**config.mk**
```make
export PLATFORM = sky130hd
export DESIGN_NAME = mano_sequencer_p_flat
export DESIGN_NICKNAME = d
export VERILOG_FILES = /design/src/rtl/mano_seq_pkg.sv /design/src/rtl/mano_seq_if.sv /design/src/rtl/mano_seq_counter.sv /design/src/rtl/mano_sequencer_p.sv /design/src/flat_wrapper.sv
export SDC_FILE = /design/constraint.sdc
export NUM_CORES = 1
export LEC_CHECK = 0
export BUFFER_PORTS_ARGS = -buffer_cell sky130_fd_sc_hd__buf_2
export CAP_MARGIN = 40
export CELL_PAD_IN_SITES_DETAIL_PLACEMENT = 1
export CELL_PAD_IN_SITES_GLOBAL_PLACEMENT = 2
export CORE_AREA = 10 10 90 92
export CTS_CLUSTER_DIAMETER = 30
export DETAILED_ROUTE_END_ITERATION = 16
export DIE_AREA = 0 0 100 102
export GPL_ROUTABILITY_DRIVEN = 0
export PLACE_DENSITY_LB_ADDON = 0.1
export SLEW_MARGIN = 10
export SYNTH_ARGS = -nofsm -noshare
export SYNTH_HDL_FRONTEND = slang
export SYNTH_SLANG_ARGS = --single-unit
export TNS_END_PERCENT = 20
```
**constraint.sdc**
```tcl
create_clock -name clk -period 4.5 [get_ports clk]
set_input_delay 1.35 -clock clk [delete_from_list [all_inputs] [get_ports clk]]
set_output_delay 1.35 -clock clk [all_outputs]
set_load 0.05 [all_outputs]
```
**src/rtl/mano_seq_pkg.sv**
```systemverilog
// Shared types and constants for the parametrised Mano control sequencer:
// state encoding, ctrl strobe bit map and the per-opcode last-T lookup.
package mano_seq_pkg;

    typedef enum logic [3:0] {
        IDLE_T0, FETCH_RD, DECODE, INDIR_RD, EXEC, INT0, INT1, INT2, HALT
    } seq_state_e;

    localparam int CTRL_W     = 9;
    localparam int LD_AR_PC   = 0;
    localparam int MEM_RD     = 1;
    localparam int LD_IR      = 2;
    localparam int INR_PC     = 3;
    localparam int LD_AR_MEM  = 4;
    localparam int CLR_AR_VEC = 5;
    localparam int LD_TR_PC   = 6;
    localparam int MEM_WR     = 7;
    localparam int PC_VEC     = 8;

    // Register-reference / IO opcode (D7).
    localparam int OPC_IO = 7;

    // Final T step of each opcode; -1 marks an undefined opcode that never
    // retires on its own and is left to the watchdog.
    function automatic int last_t(input int opc);
        case (opc)
            0, 1, 2, 5: last_t = 5;
            3, 4:       last_t = 4;
            6:          last_t = 6;
            7:          last_t = 3;
            default:    last_t = -1;
        endcase
    endfunction

endpackage

```
**src/rtl/mano_seq_if.sv**
```systemverilog
// Bundle between the sequencer and its IR/flag sources and micro-op decoders.
interface mano_seq_if #(
    parameter int DATA_W = 16,
    parameter int OPC_W  = 3,
    parameter int SC_W   = 4
) ();
    logic [DATA_W-1:0]               ir_q;
    logic                            mem_ack;
    logic                            fgi;
    logic                            fgo;
    logic [SC_W-1:0]                 sc_q;
    logic [2**SC_W-1:0]              t_oh;
    logic [2**OPC_W-1:0]             d_oh;
    logic                            i_bit;
    logic                            r_flag;
    logic                            ien;
    logic                            halted;
    logic                            seq_err;
    logic [mano_seq_pkg::CTRL_W-1:0] ctrl;
    logic [DATA_W-1:0]               vec_addr;

    modport master (
        input  ir_q, mem_ack, fgi, fgo,
        output sc_q, t_oh, d_oh, i_bit, r_flag, ien, halted, seq_err, ctrl, vec_addr
    );

    modport slave (
        output ir_q, mem_ack, fgi, fgo,
        input  sc_q, t_oh, d_oh, i_bit, r_flag, ien, halted, seq_err, ctrl, vec_addr
    );
endinterface

```
**src/rtl/mano_seq_counter.sv**
```systemverilog
// Sequence counter with clear/stall/freeze and its one-hot T decode.
module mano_seq_counter #(
    parameter int SC_W = 4
) (
    input  logic               clk,
    input  logic               rst,
    input  logic               inc,
    input  logic               clr,
    input  logic               stall,
    input  logic               freeze,
    output logic [SC_W-1:0]    sc_q,
    output logic [2**SC_W-1:0] t_oh
);
    logic [SC_W-1:0] sc_reg, sc_next;

    always_comb begin
        sc_next = sc_reg;
        if (clr)
            sc_next = '0;
        else if (inc && !stall && !freeze)
            sc_next = sc_reg + 1'b1;
    end

    always_ff @(posedge clk or posedge rst) begin
        if (rst)
            sc_reg <= '0;
        else
            sc_reg <= sc_next;
    end

    assign sc_q = sc_reg;

    for (genvar gi = 0; gi < 2**SC_W; gi++) begin : g_t_dec
        assign t_oh[gi] = (sc_reg == SC_W'(gi));
    end
endmodule

```
**src/rtl/mano_sequencer_p.sv**
```systemverilog
// Mano control sequencer with memory handshake, interrupt cycle and watchdog.
// Optional SEQ_SINGLE_STEP_EN adds step_en/step to gate each instruction at T0.
module mano_sequencer_p
    import mano_seq_pkg::*;
#(
    parameter int DATA_W   = 16,
    parameter int OPC_W    = 3,
    parameter int SC_W     = 4,
    parameter int INTR_VEC = 0
) (
    input logic        clk,
    input logic        CLR_GLOBAL,
`ifdef SEQ_SINGLE_STEP_EN
    input logic        step_en,
    input logic        step,
`endif
    mano_seq_if.master bus
);
    localparam logic [SC_W-1:0] SC_MAX = '1;

    seq_state_e          state_reg, state_next;
    logic [OPC_W-1:0]    opc_reg, opc_next;
    logic                i_reg, i_next, dv_reg, dv_next;
    logic                r_reg, r_next, ien_reg, ien_next, halted_reg, halted_next;
    logic [CTRL_W-1:0]   ctrl_v;
    logic                sc_clr, sc_stall, sc_freeze, mem_busy, clr_evt, iof, wd_hit;
    logic                go, t0_go;
    logic [SC_W-1:0]     sc_q;
    logic [2**SC_W-1:0]  t_oh;
    logic [2**OPC_W-1:0] d_oh;
    logic [OPC_W-1:0]    opc_ir;
    logic                i_ir;
    logic                unused_sig;

    assign opc_ir     = bus.ir_q[DATA_W-2 -: OPC_W];
    assign i_ir       = bus.ir_q[DATA_W-1];
    assign unused_sig = ^{bus.ir_q, t0_go};

`ifdef SEQ_SINGLE_STEP_EN
    logic step_pend_reg;
    assign go = !step_en || step || step_pend_reg;
    always_ff @(posedge clk or posedge CLR_GLOBAL) begin
        if (CLR_GLOBAL)
            step_pend_reg <= 1'b0;
        else
            step_pend_reg <= (step_pend_reg || step) && !t0_go;
    end
`else
    assign go = 1'b1;
`endif

    always_comb begin
        state_next  = state_reg;
        opc_next    = opc_reg;
        i_next      = i_reg;
        dv_next     = dv_reg;
        r_next      = r_reg;
        ien_next    = ien_reg;
        halted_next = halted_reg;
        ctrl_v      = '0;
        sc_clr      = 1'b0;
        sc_freeze   = 1'b0;
        mem_busy    = 1'b0;
        clr_evt     = 1'b0;
        iof         = 1'b0;
        wd_hit      = 1'b0;
        t0_go       = 1'b0;
        case (state_reg)
            IDLE_T0: begin
                if (go) begin
                    ctrl_v[LD_AR_PC] = 1'b1;
                    t0_go            = 1'b1;
                    state_next       = FETCH_RD;
                end else begin
                    sc_freeze = 1'b1;
                end
            end
            FETCH_RD: begin
                ctrl_v[MEM_RD] = 1'b1;
                mem_busy       = 1'b1;
                if (bus.mem_ack) begin
                    ctrl_v[LD_IR]  = 1'b1;
                    ctrl_v[INR_PC] = 1'b1;
                    state_next     = DECODE;
                end
            end
            DECODE: begin
                opc_next   = opc_ir;
                i_next     = i_ir;
                dv_next    = 1'b1;
                state_next = (int'(opc_ir) != OPC_IO && i_ir) ? INDIR_RD : EXEC;
            end
            INDIR_RD: begin
                ctrl_v[MEM_RD] = 1'b1;
                mem_busy       = 1'b1;
                if (bus.mem_ack) begin
                    ctrl_v[LD_AR_MEM] = 1'b1;
                    state_next        = EXEC;
                end
            end
            EXEC: begin
                if (int'(sc_q) == last_t(int'(opc_reg))) begin
                    clr_evt    = 1'b1;
                    sc_clr     = 1'b1;
                    state_next = IDLE_T0;
                    if (int'(opc_reg) == OPC_IO) begin
                        if (!i_reg && bus.ir_q[0]) begin
                            halted_next = 1'b1;
                            state_next  = HALT;
                        end
                        if (i_reg && bus.ir_q[7])
                            ien_next = 1'b1;
                        if (i_reg && bus.ir_q[6]) begin
                            ien_next = 1'b0;
                            iof      = 1'b1;
                        end
                    end
                end
            end
            INT0: begin
                if (go) begin
                    ctrl_v[CLR_AR_VEC] = 1'b1;
                    ctrl_v[LD_TR_PC]   = 1'b1;
                    t0_go              = 1'b1;
                    state_next         = INT1;
                end else begin
                    sc_freeze = 1'b1;
                end
            end
            INT1: begin
                ctrl_v[MEM_WR] = 1'b1;
                mem_busy       = 1'b1;
                if (bus.mem_ack) begin
                    ctrl_v[PC_VEC] = 1'b1;
                    state_next     = INT2;
                end
            end
            INT2: begin
                ctrl_v[INR_PC] = 1'b1;
                ien_next       = 1'b0;
                r_next         = 1'b0;
                sc_clr         = 1'b1;
                state_next     = IDLE_T0;
            end
            HALT:    sc_freeze = 1'b1;
            default: begin
                sc_clr     = 1'b1;
                state_next = IDLE_T0;
            end
        endcase

        sc_stall = mem_busy && !bus.mem_ack;

        // Interrupt request is sampled on the retiring cycle so T0 goes straight to INT0.
        if (clr_evt) begin
            if (ien_reg && (bus.fgi || bus.fgo) && !iof)
                r_next = 1'b1;
            if (r_next && state_next == IDLE_T0)
                state_next = INT0;
        end

        if (sc_q == SC_MAX && !sc_clr) begin
            wd_hit     = 1'b1;
            sc_clr     = 1'b1;
            sc_stall   = 1'b0;
            r_next     = 1'b0;
            ctrl_v     = '0;
            state_next = IDLE_T0;
        end
    end

    always_ff @(posedge clk or posedge CLR_GLOBAL) begin
        if (CLR_GLOBAL) begin
            state_reg  <= IDLE_T0;
            opc_reg    <= '0;
            i_reg      <= 1'b0;
            dv_reg     <= 1'b0;
            r_reg      <= 1'b0;
            ien_reg    <= 1'b0;
            halted_reg <= 1'b0;
        end else begin
            state_reg  <= state_next;
            opc_reg    <= opc_next;
            i_reg      <= i_next;
            dv_reg     <= dv_next;
            r_reg      <= r_next;
            ien_reg    <= ien_next;
            halted_reg <= halted_next;
        end
    end

    mano_seq_counter #(.SC_W(SC_W)) u_counter (
        .clk    (clk),
        .rst    (CLR_GLOBAL),
        .inc    (1'b1),
        .clr    (sc_clr),
        .stall  (sc_stall),
        .freeze (sc_freeze),
        .sc_q   (sc_q),
        .t_oh   (t_oh)
    );

    // During T2 the decode follows IR live; afterwards it holds the latched opcode.
    for (genvar gi = 0; gi < 2**OPC_W; gi++) begin : g_d_dec
        assign d_oh[gi] = (state_reg == DECODE) ? (opc_ir == OPC_W'(gi))
                                                : (dv_reg && opc_reg == OPC_W'(gi));
    end

    assign bus.sc_q     = sc_q;
    assign bus.t_oh     = t_oh;
    assign bus.d_oh     = d_oh;
    assign bus.i_bit    = (state_reg == DECODE) ? i_ir : i_reg;
    assign bus.r_flag   = r_reg;
    assign bus.ien      = ien_reg;
    assign bus.halted   = halted_reg;
    assign bus.seq_err  = wd_hit;
    assign bus.ctrl     = CLR_GLOBAL ? '0 : ctrl_v;
    assign bus.vec_addr = DATA_W'(INTR_VEC);
endmodule

```
**src/flat_wrapper.sv**
```systemverilog
// flat-port wrapper written by rule: the top's interface ports become plain ports
module mano_sequencer_p_flat import mano_seq_pkg::*;
#(
    parameter int DATA_W   = 16,
    parameter int OPC_W    = 3,
    parameter int SC_W     = 4,
    parameter int INTR_VEC = 0
)
  (clk, CLR_GLOBAL, bus_ir_q, bus_mem_ack, bus_fgi, bus_fgo, bus_sc_q, bus_t_oh, bus_d_oh, bus_i_bit, bus_r_flag, bus_ien, bus_halted, bus_seq_err, bus_ctrl, bus_vec_addr);
  mano_seq_if #(.DATA_W(DATA_W), .OPC_W(OPC_W), .SC_W(SC_W)) bus_i ();
  input logic clk;
  input logic CLR_GLOBAL;
  input wire logic [$bits(bus_i.ir_q)-1:0] bus_ir_q;
  input wire logic [$bits(bus_i.mem_ack)-1:0] bus_mem_ack;
  input wire logic [$bits(bus_i.fgi)-1:0] bus_fgi;
  input wire logic [$bits(bus_i.fgo)-1:0] bus_fgo;
  output wire logic [$bits(bus_i.sc_q)-1:0] bus_sc_q;
  output wire logic [$bits(bus_i.t_oh)-1:0] bus_t_oh;
  output wire logic [$bits(bus_i.d_oh)-1:0] bus_d_oh;
  output wire logic [$bits(bus_i.i_bit)-1:0] bus_i_bit;
  output wire logic [$bits(bus_i.r_flag)-1:0] bus_r_flag;
  output wire logic [$bits(bus_i.ien)-1:0] bus_ien;
  output wire logic [$bits(bus_i.halted)-1:0] bus_halted;
  output wire logic [$bits(bus_i.seq_err)-1:0] bus_seq_err;
  output wire logic [$bits(bus_i.ctrl)-1:0] bus_ctrl;
  output wire logic [$bits(bus_i.vec_addr)-1:0] bus_vec_addr;
  assign bus_i.ir_q = bus_ir_q;
  assign bus_i.mem_ack = bus_mem_ack;
  assign bus_i.fgi = bus_fgi;
  assign bus_i.fgo = bus_fgo;
  assign bus_sc_q = bus_i.sc_q;
  assign bus_t_oh = bus_i.t_oh;
  assign bus_d_oh = bus_i.d_oh;
  assign bus_i_bit = bus_i.i_bit;
  assign bus_r_flag = bus_i.r_flag;
  assign bus_ien = bus_i.ien;
  assign bus_halted = bus_i.halted;
  assign bus_seq_err = bus_i.seq_err;
  assign bus_ctrl = bus_i.ctrl;
  assign bus_vec_addr = bus_i.vec_addr;
  mano_sequencer_p #(.DATA_W(DATA_W), .OPC_W(OPC_W), .SC_W(SC_W), .INTR_VEC(INTR_VEC)) u_core (.clk(clk), .CLR_GLOBAL(CLR_GLOBAL), .bus(bus_i));
endmodule
```
# Word-level counts from Yosys, hierarchy flattened
# Memory sizes are Yosys's and may differ from the RTL's.
# Index checks and enable logic that the tools add are counted.
# totals
regBits	16
romBits	24
in_bits	21
out_inout_bits	58
wordCells	146
mem_count	1
# classes
add_sub_neg	1
eq_ne	43
n_mux	56
reduce_logical	37
# memory_table
memory	words	word_bits	rd	rd_clocked_by_memory_dff	wr	line_no	text
(name not given)	8	3	1	0	0	mano_seq_pkg.sv:26	case (opc)
# op_table
cell	count
4-bit 2-to-1 mux	11
4-bit equality test, second input constant	9
1-bit 2-to-1 mux	34
4-bit by 3-bit equality test with 1-bit output, second input constant	8
5-bit by 32-bit equality test with 1-bit output	1
32-bit 2-to-1 mux	1
4-bit one-hot mux with 8 select lines	1
3-bit equality test, second input constant	8
1-bit logical AND	18
9-bit 2-to-1 mux	2
4-bit by 2-bit equality test with 1-bit output, second input constant	4
3-bit by 2-bit equality test with 1-bit output, second input constant	4
4-bit logical NOT	3
3-bit by 1-bit equality test with 1-bit output, second input constant	3
4-bit by 1-bit equality test with 1-bit output, second input constant	2
4-bit AND reduction	2
7-bit OR reduction	1
1-bit logical NOT	6
3-bit logical NOT	2
2-bit 2-to-1 mux	3
3-bit by 1-bit != test with 1-bit output, second input constant	2
1-bit one-hot mux with 2 select lines	3
4-bit by 1-bit adder with 4-bit output, second input constant	1
2-bit by 1-bit != test with 1-bit output, second input constant	2
5 further kinds	6

# Logic depth before layout (Yosys ltp)
# Gate-level depths: netlist of the first run.
# depth
ltp_word	13
depth_mapped	8
mapped_depth_nobuf	5

# By module
# From an unflattened synthesis of the first run, not the netlist that was laid out.
# unflattened
cells_unflattened	193
area_unflattened_um2	1561.5
# by_module_without_submodules
module	n_inst	cells_per_inst	area_per_inst_um2	seq_area_each_um2
mano_sequencer_p	1	150	1177.4	300.3
mano_seq_counter	1	43	384.1	100.1

# Least setup slack after synthesis of the first run
# No wires, ideal clock.
# synth_timing
path_kind	register to output
from	reg u_core.u_counter.sc_reg[3] (netlist: u_core.u_counter.sc_q[3])
to	out bus_ctrl[6]
t_arrival_ns	3.709
required_time_ns	3.150
setup_slack_ns	-0.559
path_stages_with_launch	9
n_path_buf	3
cell_sequence	dfrtp_1 > buf_2 > and4b_1 > a22oi_1 > a211o_1 > and3_4 > buf_6 > nor4_1 > buf_4
# synth_between
elab_chain_len	7
word_cells_on_any_way	8
cone_classes	eq/ne (2); mux (4); reduce/logical (2)
# synth_lines
element	line_no	text
from (decl)	mano_seq_counter.sv:14	logic [SC_W-1:0] sc_reg, sc_next;
from (signal assigned)	mano_seq_counter.sv:28	sc_reg <= sc_next;
5-bit by 32-bit equality test with 1-bit output	mano_sequencer_p.sv:102	if (int'(sc_q) == last_t(int'(opc_reg))) begin
1-bit 2-to-1 mux	mano_sequencer_p.sv:102	
1-bit one-hot mux with 2 select lines	mano_sequencer_p.sv:68	case (state_reg)
1-bit logical NOT	mano_sequencer_p.sv:162	if (sc_q == SC_MAX && !sc_clr) begin
1-bit logical AND *	mano_sequencer_p.sv:162	
9-bit 2-to-1 mux *	mano_sequencer_p.sv:162	
9-bit 2-to-1 mux *	mano_sequencer_p.sv:217	assign bus.ctrl = CLR_GLOBAL ? '0 : ctrl_v;
to (decl)	flat_wrapper.sv:25	output wire logic [$bits(bus_i.ctrl)-1:0] bus_ctrl;
# Every way passes the cells marked *; elsewhere a longest branch is shown, timed or not.

# Final worst setup path of the first run
# layout_timing
from	in bus_ir_q[14]
to	out bus_d_oh[0]
# layout_between
elab_chain_len	2
# layout_lines
element	line_no	text
from (decl)	flat_wrapper.sv:13	input wire logic [$bits(bus_i.ir_q)-1:0] bus_ir_q;
3-bit logical NOT	mano_sequencer_p.sv:205	assign d_oh[gi] = (state_reg == DECODE) ? (opc_ir == OPC_W'(gi))
1-bit 2-to-1 mux	mano_sequencer_p.sv:205	
to (decl)	flat_wrapper.sv:19	output wire logic [$bits(bus_i.d_oh)-1:0] bus_d_oh;
# No other way between the ends.

==> results of run 1 <==
==> layout by cell type, fill, tap and decap left out, drive strengths merged, types with 2 or more instances in the layout <==
cell    synthesis  layout
buf            22      55
nand2          17      17
conb            1      16
dfrtp          16      16
and2           14      14
nor2           11      11
nand2b         11      11
nand3           8       8
nand3b          7       7
and3            7       7
o22ai           6       6
a21oi           6       6
o21ai           5       5
nor3            5       5
nor2b           4       4
inv             4       4
ha              4       4
xor2            3       3
or3             3       3
clkbuf          5       3
nor4            3       3
mux2            2       2
a211o           2       2
or2             2       2
o22a            2       2
a31oi           2       2
o31ai           2       2
o32ai           2       2
a211oi          2       2
==> per-layer routing <==
metal | vias up | global-route usage [%] | wire [um]
li1 | 725 | - | -
met1 | 709 | 12.9 | 2380
met2 | 46 | 16.2 | 2330
met3 | 2 | 3.37 | 354
met4 | 0 | 0.978 | 12
met5 | - | 0 | 0
==> worst reg2reg max path, delay by kind of cell (launching register included) <==
kind,cells,cell delay [ns]
AOI/OAI and AO/OA,5,1.30
DFF,1,0.51
==> kinds of logic (layout without fill, tap and decap cells) <==
family / after synthesis / count (layout) / synth area share [%]
flip-flops: 16 / 16 / 26.3
buffers and inverters: 31 / 62 / 13.5
AND/OR/NAND/NOR: 93 / 93 / 35.9
multiplexers: 2 / 2 / 1.48
AO/OA/AOI/OAI: 37 / 37 / 17.1
other: 1 / 16 / 0.246
XOR/XNOR: 4 / 4 / 2.30
adder cells (fa/ha/maj): 4 / 4 / 3.28
==> layout make-up <==
class / instances / area [um2] / area share (%)
clock buffers: 3 / 41.3 / 2.28
multi-input cells: 156 / 981 / 54.1
well taps: 77 / 96.3 / 5.31
flip-flops and latches: 16 / 400 / 22.1
repair buffers: 55 / 280 / 15.4
inverters: 4 / 15.0 / 0.828
==> where the power goes <==
group          internal [mW]  leakage [nW]  switching, mW
clock                 0.0592        0.0216         0.0470
combinational          0.276         0.718          0.682
sequential             0.199         0.197          0.115
total                  0.534         0.937          0.844
==> worst max-delay path by stage <==
stage	to	cells past startpoint
2_1_floorplan	bus_ctrl[4]	3
3_3_place_gp	bus_d_oh[0]	4
3_5_place_dp	bus_d_oh[0]	4
4_1_cts	bus_d_oh[0]	4
5_1_grt	bus_ctrl[4]	6
6_report	bus_d_oh[0]	4
==> results.txt, run 1 <==
----------------------------------------------------
[Run status]
  Outcome ... finished clean

[Synth]
  Proportion of netlist area held by the largest area contributor ... 26.3%
  Async set-or-reset flop fraction in the synthesized netlist ... 100%
  Leading area contributor after synthesis ... dfrtp_1
  EDFF count, synth ... 0
  Count of distinct cell types in the synthesized netlist ... 46
  Average size of a mapped cell ... 8.11 um2
  Synth Register Bits ... 16
  Total standard cell area after synthesis ... 1520 um2
  Gate count of the mapped netlist ... 188
  Largest cells by area after synthesis ... dfrtp_1, buf_4, and2_1, nand2_1, nand2b_1
  Top cells by instance count after synthesis ... buf_4, nand2_1, dfrtp_1
  Main flop type after synthesis ... dfrtp_1
  Sequential element share of the synthesized area ... 26.3%
  Yosys warning count ... 0

[Worst setup path]
  Critical Setup Path Class ... primary input to output port
  Worst reg-to-reg setup slack ... 2.61 ns
  Worst path bufs/invs ... 2
  Beginning of the worst register-to-register path ... u_core.opc_reg[2]
  Critical Path Source Type ... primary input
  List of cells traversed by the critical path ... buf_2 > or3_1 > o31ai_1 > buf_2
  Worst path slowest cell ... or3_1
  Worst Path Arrival ... 2.43 ns
  Library cell appearing most often on the critical path ... buf_2
  Kind of cell adding the most delay to the critical path ... simple AND/OR/NAND/NOR gates
  Crit Reg-Reg Endpoint ... u_core.state_reg[2]
  Beginning of the critical path ... bus_ir_q[14]
  Top fanout value on the critical path ... 4
  Largest stage delay on the critical path ... 0.44 ns
  Endpoint kind of the worst setup timing path ... output port
  Required time of the worst setup path ... 3.15 ns
  Register-to-Register Path Depth ... 5

[Floorplan]
  Chip width ... 100 um
  Row cnt ... 29
  Ports ... 79
  Area of the core region ... 6280 um2
  Initial cell density of the core ... 24.3%
  Die outline area ... 10200 um2
  Die H ... 102 um

[Global routing]
  Maximum number of pins on one net before global-route repair ... 17
  Via count of the first global-routing pass ... 1618
  Global-route wire length before repair ... 8.44 mm
  Initial antenna violation count ... 0
  Global routing usage summed across all routing layers ... 9.93%
  Remaining global-route overflow ... 0

[Final layout]
  Antenna fix cells ... 0
  Post-layout instance count excluding filler cells ... 311
  Layout-stage area growth over the synthesis result ... 19.0%
  Share of cells above drive strength 1 ... 30.3%
  Fillers ... 797
  Utilization after layout ... 28.9%
  Design Area, Final ... 1810 um2
  Number of nets in the layout ... 261

[Drt]
  Count of nets left with antenna violations after detail routing ... 0
  Wirelength per Cell ... 16.3 um
  Initial drt markers ... 60
  TritonRoute pass-1 iters ... 4
  Total length of routed wires ... 5.08 mm
  Vias ... 1482
  Via density ... 4.77
  Residual DRC ... 0

[CTS]
  Clock sink count ... 16
  Cts-stage hold buffer count ... 0
  TritonCTS clock tree ... built
  CTS Buf Count ... 3
  Max clock buf depth ... 2
  Number of gates resized after CTS ... 0
  Skew-Pair Late Insertion Delay ... 0.25 ns
  Clock root cell ... clkbuf_8
  Clock input transition at the sequential cells of the worst setup and hold paths ... 0.06 ns
  Buffer count from post-CTS setup fixing ... 0
  Number of H-tree levels ... 1

[STA]
  Final-layout setup total negative slack ... 0 ns
  Setup violators final ... 0
  Setup repair after global routing missed its margin ... false
  Final-report hold violation count ... 0
  Final worst clock skew ... 0.00461 ns
  Period minus WS final ... 3.78 ns
  Highest attainable clock frequency ... 265 MHz
  Final worst-path setup slack ... 0.723 ns
  Post-route clock period utilization ... 83.9%
  Post-route worst hold slack ... 0.460 ns
  Max-slew violation count ... 0

[Job]
  # Max-Cap Violations ... 0

[Power]
  Overall power consumption ... 1.38 mW
  Max IR drop VDD ... 0.298 mV
  Cell leakage power ... 0.937 nW
  Power per cell area ... 760 nW/um2

[Hold path]
  Hold path start ... u_core.bus.halted
  Worst hold path class ... flip-flop to flip-flop
  Number of cells on the worst hold path ... 1
  Endpoint, Worst Hold ... u_core.bus.halted

[Place]
  Instance area at placement ... 1770 um2
  Post-DP HPWL ... 4.18 mm
  Worst setup slack before clock tree synthesis ... 0.711 ns
  Port-buffer cells ... 53
  Placed cell count ... 308

----------------------------------------------------
Note: power is estimated with default switching activity, not from simulation.
==> run 2, diff against run 1 <==
ABC_AREA = 1   (was not set)
CORE_AREA = 10 10 97 99   (was 10 10 90 92)
DIE_AREA = 0 0 107 109   (was 0 0 100 102)
clock period = 3.21 ns   (was 4.5 ns; I/O delays follow)
==> results.txt, run 2 <==
----------------------------------------------------
[Run status]
  Outcome ... finished clean

[Global routing]
  Global routing usage summed across all routing layers ... 9.41%
  Global-route wire length before repair ... 8.96 mm
  Met3 layer usage reported by global route ... 2.54%
  Initial antenna violation count ... 0
  Most Crowded Layer GR ... met2
  Met1 demand-to-capacity share in global routing ... 11.4%
  Met2 Usage GRT ... 15.9%
  Maximum number of pins on one net before global-route repair ... 17
  Via count of the first global-routing pass ... 1771
  Remaining global-route overflow ... 0

[STA]
  Max-slew violation count ... 0
  Post-route worst hold slack ... 0.492 ns
  Final-report hold violation count ... 0
  Highest attainable clock frequency ... 328 MHz
  Period minus WS final ... 3.05 ns
  Setup violators final ... 0
  Final-layout setup total negative slack ... 0 ns
  Final worst clock skew ... 0.000735 ns
  Post-route clock period utilization ... 94.9%

[CTS]
  Clock sink count ... 16
  Skew-Pair Late Insertion Delay ... 0.25 ns
  Clock input transition at the sequential cells of the worst setup and hold paths ... 0.07 ns
  Number of H-tree levels ... 1
  TritonCTS clock tree ... built
  Clock root cell ... clkbuf_8
  Max clock buf depth ... 2
  CTS Buf Count ... 3

[Synth]
  Synth Register Bits ... 16
  Gate count of the mapped netlist ... 218
  Async set-or-reset flop fraction in the synthesized netlist ... 100%
  Top cells by instance count after synthesis ... nand2_1, nor2_1, inv_1
  Total standard cell area after synthesis ... 1450 um2
  Most used standard cell by instance count after synthesis ... nand2_1
  Leading area contributor after synthesis ... dfrtp_1
  Largest cells by area after synthesis ... dfrtp_1, nand2_1, nor2_1, buf_4, inv_1
  EDFF count, synth ... 0
  Yosys warning count ... 0
  Proportion of netlist area held by the largest area contributor ... 27.5%
  Main flop type after synthesis ... dfrtp_1
  Average size of a mapped cell ... 6.67 um2
  Sequential element share of the synthesized area ... 27.5%
  Count of distinct cell types in the synthesized netlist ... 31

[Worst setup path]
  Endpoint kind of the worst setup timing path ... output port
  Critical Setup Path Class ... flip-flop to output port
  Beginning of the critical path ... u_core.state_reg[1]
  Critical Path Source Type ... flip-flop
  Beginning of the worst register-to-register path ... u_core.state_reg[1]
  Required time of the worst setup path ... 2.25 ns
  Largest stage delay on the critical path ... 0.42 ns
  Top fanout value on the critical path ... 10
  Worst path bufs/invs ... 4
  List of cells traversed by the critical path ... inv_2 > nor2_1 > nand2_4 > inv_2 > nor2_1 > inv_1 > or2_1 > or2_1 > o22ai_1 > buf_4
  Worst path slowest cell ... dfrtp_1
  Worst Path Arrival ... 2.08 ns
  Kind of cell adding the most delay to the critical path ... simple AND/OR/NAND/NOR gates

[Power]
  Switching Fraction ... 63.5%
  Internal power ... 0.698 mW
  Switching power ... 1.22 mW
  Part of the total power dissipated in sequential elements ... 19.8%
  Combinational power share ... 71.9%
  Power per cell area ... 1030 nW/um2
  Cell leakage power ... 1.07 nW
  Max IR drop VDD ... 0.486 mV
  Fraction of power consumed by the clock network ... 8.2%

[Drt]
  Residual DRC ... 0
  Initial drt markers ... 37
  Vias ... 1536
  TritonRoute pass-1 iters ... 4
  Total length of routed wires ... 5.39 mm
  Via density ... 4.09
  Count of nets left with antenna violations after detail routing ... 0
  Wirelength per Cell ... 14.3 um

[Hold path]
  Hold path start ... u_core.bus.halted
  Worst hold path class ... flip-flop to flip-flop

[Final layout]
  Area used by multi-input combinational logic ... 853 um2
  Fillers ... 1012
  Leading cell types in the layout, fill and taps excluded ... buf_2, nand2_1, nor2_1, inv_1, conb_1
  Share of cells above drive strength 1 ... 32.5%
  Layout-stage area growth over the synthesis result ... 28.1%
  FF/Latch Area ... 405 um2
  Number of nets in the layout ... 301
  Most common library cell in the layout ignoring fill and taps ... buf_2
  Antenna fix cells ... 0

[Floorplan]
  Area of the core region ... 7530 um2
  Chip width ... 107 um
  Row cnt ... 32
  Die H ... 109 um
  Initial cell density of the core ... 19.3%
  Die outline area ... 11700 um2
  Ports ... 79

[Place]
  Post-DP HPWL ... 4.48 mm
  Port-buffer cells ... 53

[Job]
  # Max-Cap Violations ... 0

----------------------------------------------------
-- run 2: logic make-up after synthesis --
family | count (synthesis) | synth area share (%)
AND/OR/NAND/NOR | 115 | 38.2
buffers and inverters | 54 | 18.7
AO/OA/AOI/OAI | 27 | 11.3
flip-flops | 16 | 27.5
adder cells (fa/ha/maj) | 4 | 3.44
XOR/XNOR | 1 | 0.603
other | 1 | 0.258
-- run 2: layout make-up --
type,instances,area share (%)
well taps,102,6.85
repair buffers,57,16.3
inverters,35,7.06
clock buffers,3,2.22
multi-input cells,163,45.8
flip-flops and latches,16,21.8
-- run 2: worst paths after layout --
kind	slack [ns]	to	depth (start not counted)
max in group asynchronous	2.18	u_core.u_counter.sc_q[2]	3
max reg2reg	1.58	u_core.u_counter.sc_q[2]	8
max	0.16	bus_d_oh[0]	10
min reg2reg	0.49	u_core.bus.halted	1
min	0.49	u_core.bus.halted	1
min in group asynchronous	0.82	u_core.bus.ien	3
-- run 2: metrics by stage --
step | std cells | cell area, um2 | total power [mW] | utilization [%] | setup WS, ns
detailed placement | 371 | 1790 | 1.75 | 23.8 | 0.233
global route | 376 | 1860 | 2.09 | 24.7 | -0.0195
finish | 376 | 1860 | 1.91 | 24.7 | 0.162
CTS | 374 | 1830 | 1.92 | 24.4 | 0.000170
floorplan | 233 | 1520 | 1.44 | - | -0.0561
global placement | 371 | 1790 | 1.75 | 23.8 | 0.248
-- run 2: metal layers --
metal	wire (um)	part of all wire [%]
met1	2450	45
met3	293	5.4
met2	2600	48
met5	0	0
met4	47	0.87
-- run 2: what timing repair did --
action | CTS | global route
resized for setup | 1 | 12
setup buffers | 0 | 2
endpoints found under the setup margin | 3 | 12
hold buffers | 0 | 0
cloned | 0 | 0
-- run 2: power by group through the flow --
stage	Clock, mW	Combinational [mW]	Sequential (mW)
finish	0.157	1.38	0.380
global route	0.175	1.52	0.399
CTS	0.167	1.37	0.386
detailed placement	0	1.36	0.386
global placement	0	1.36	0.388
floorplan	0	1.03	0.415
==> run 3, diff against run 2 <==
PLACE_DENSITY_LB_ADDON = 0.2   (was 0.1)
SKIP_LAST_GASP = 1   (was not set)
==> results.txt, run 3 (same netlist as run 2, synthesis figures left out) <==
----------------------------------------------------
[Run status]
  Outcome ... finished clean

[CTS]
  TritonCTS clock tree ... built
  CTS Buf Count ... 3
  Clock sink count ... 16
  Clock input transition at the sequential cells of the worst setup and hold paths ... 0.06 ns
  Clock root cell ... clkbuf_8
  Max clock buf depth ... 2
  Number of H-tree levels ... 1
  Cts-stage hold buffer count ... 0
  Skew-Pair Late Insertion Delay ... 0.25 ns

[Floorplan]
  Area of the core region ... 7530 um2
  Die outline area ... 11700 um2
  Initial cell density of the core ... 19.3%
  Chip width ... 107 um
  Die H ... 109 um
  Ports ... 79
  Row cnt ... 32

[Final layout]
  Number of nets in the layout ... 299
  Layout-stage area growth over the synthesis result ... 28.7%
  FF/Latch Area ... 405 um2
  Antenna fix cells ... 0
  Area used by multi-input combinational logic ... 862 um2
  Leading cell types in the layout, fill and taps excluded ... buf_2, nand2_1, nor2_1, inv_1, conb_1
  Most common library cell in the layout ignoring fill and taps ... buf_2
  Post-layout instance count excluding filler cells ... 375
  Share of cells above drive strength 1 ... 31.9%
  Fillers ... 1003

[Worst setup path]
  List of cells traversed by the critical path ... inv_1 > nor2_1 > nand2_4 > inv_2 > nor2_1 > inv_1 > or2_1 > or2_1 > o22ai_1 > clkbuf_4
  Worst reg-to-reg setup slack ... 1.52 ns
  Worst Path Arrival ... 2.11 ns
  Critical Path Source Type ... flip-flop
  Required time of the worst setup path ... 2.25 ns
  Register-to-Register Path Depth ... 9
  Beginning of the worst register-to-register path ... u_core.opc_reg[2]
  Critical Setup Path Class ... flip-flop to output port
  Beginning of the critical path ... u_core.state_reg[1]
  Top fanout value on the critical path ... 10
  Endpoint kind of the worst setup timing path ... output port
  Worst path slowest cell ... dfrtp_1
  Largest stage delay on the critical path ... 0.41 ns
  Crit Reg-Reg Endpoint ... u_core.state_reg[0]

[Hold path]
  Number of cells on the worst hold path ... 1
  Worst hold path class ... flip-flop to flip-flop
  Endpoint, Worst Hold ... u_core.bus.halted
  Hold path start ... u_core.bus.halted

[Power]
  Internal power ... 0.713 mW
  Part of the total power dissipated in sequential elements ... 20.1%
  Cell leakage power ... 1.07 nW
  Combinational power share ... 70.4%
  Max IR drop VDD ... 0.357 mV
  Switching Fraction ... 62.8%
  Switching power ... 1.20 mW
  Fraction of power consumed by the clock network ... 9.5%
  Overall power consumption ... 1.92 mW
  Power per cell area ... 1020 nW/um2

[STA]
  Period minus WS final ... 3.08 ns
  Final worst clock skew ... 0.00164 ns
  Post-route worst hold slack ... 0.473 ns
  Highest attainable clock frequency ... 325 MHz
  Max-slew violation count ... 0
  Setup repair after global routing missed its margin ... true
  Setup violators final ... 0
  Final-report hold violation count ... 0
  Post-route clock period utilization ... 95.8%

[Drt]
  Via density ... 4.08
  Initial drt markers ... 22
  Count of nets left with antenna violations after detail routing ... 0
  Wirelength per Cell ... 13.8 um
  TritonRoute pass-1 iters ... 4
  Vias ... 1530
  Total length of routed wires ... 5.16 mm
  Residual DRC ... 0

[Global routing]
  Remaining global-route overflow ... 0
  Most Crowded Layer GR ... met2
  Met1 demand-to-capacity share in global routing ... 10.1%
  Global-route wire length before repair ... 8.50 mm
  Via count of the first global-routing pass ... 1736
  Global routing usage summed across all routing layers ... 8.88%
  Initial antenna violation count ... 0
  Maximum number of pins on one net before global-route repair ... 17
  Met2 Usage GRT ... 15.3%
  Met3 layer usage reported by global route ... 2.83%

[Place]
  Post-DP HPWL ... 4.35 mm
  Placed cell count ... 370
  Port-buffer cells ... 53

[Job]
  # Max-Cap Violations ... 0

----------------------------------------------------
[run 3: cell count changes in the layout (fill, tap and decap cells not counted), sizes merged]
| cell | previous run | this run |
|---|---|---|
| buf | 55 | 53 |
| clkbuf | 5 | 6 |
[run 3: area by class of cell]
cell class | instances | share of cell area [%]
multi-input cells | 163 | 46.1
well taps | 102 | 6.82
inverters | 35 | 7.02
repair buffers | 55 | 15.5
clock buffers | 4 | 2.94
flip-flops and latches | 16 | 21.7
[run 3: how the worst max path moves through the flow]
| stage | end | slack, ns | cells after the start |
|---|---|---|---|
| 6_report | bus_d_oh[0] | 0.13 | 10 |
| 3_5_place_dp | bus_ctrl[3] | 0.22 | 14 |
| 5_1_grt | bus_d_oh[4] | -0.02 | 10 |
| 4_1_cts | bus_ctrl[3] | 0.0008 | 14 |
| 3_3_place_gp | bus_ctrl[3] | 0.24 | 14 |
| 2_1_floorplan | bus_ctrl[6] | -0.06 | 11 |
[run 3: worst max-delay path: cells and delay by family (launching register included)]
kind	cells	cell delay [ns]
flops	1	0.41
compound gates	1	0.12
simple gates	5	0.78
buf+inv	4	0.54
[run 3: stage by stage]
stage	utilization (%)	instance area [um2]	setup WS [ns]	setup TNS [ns]
3_5_place_dp	23.7	1780	0.220	0
5_1_grt	24.9	1870	-0.0188	-0.0560
2_1_floorplan	-	1520	-0.0561	-0.150
4_1_cts	24.4	1840	0.000753	0
3_3_place_gp	23.7	1780	0.240	0
6_report	24.9	1870	0.134	0
[run 3: routing by layer]
metal	share of wire [%]	vias up
met5	0	-
met2	47	48
met1	45	710
met3	7.2	4
met4	1.2	0
li1	-	768
[run 3: repair_timing]
item / 4_1_cts / 5_1_grt
buffers inserted: 0 / 1
resized for setup: 1 / 11
endpoints found under the setup margin: 6 / 11
pin swaps: 0 / 0
[run 3: power groups by stage]
stage | clock [mW] | combinational [mW] | sequential, mW
after CTS | 0.189 | 1.35 | 0.389
after global routing | 0.200 | 1.48 | 0.402
final | 0.181 | 1.35 | 0.385
after floorplan | 0 | 1.03 | 0.415
after global placement | 0 | 1.34 | 0.393
after detailed placement | 0 | 1.34 | 0.392
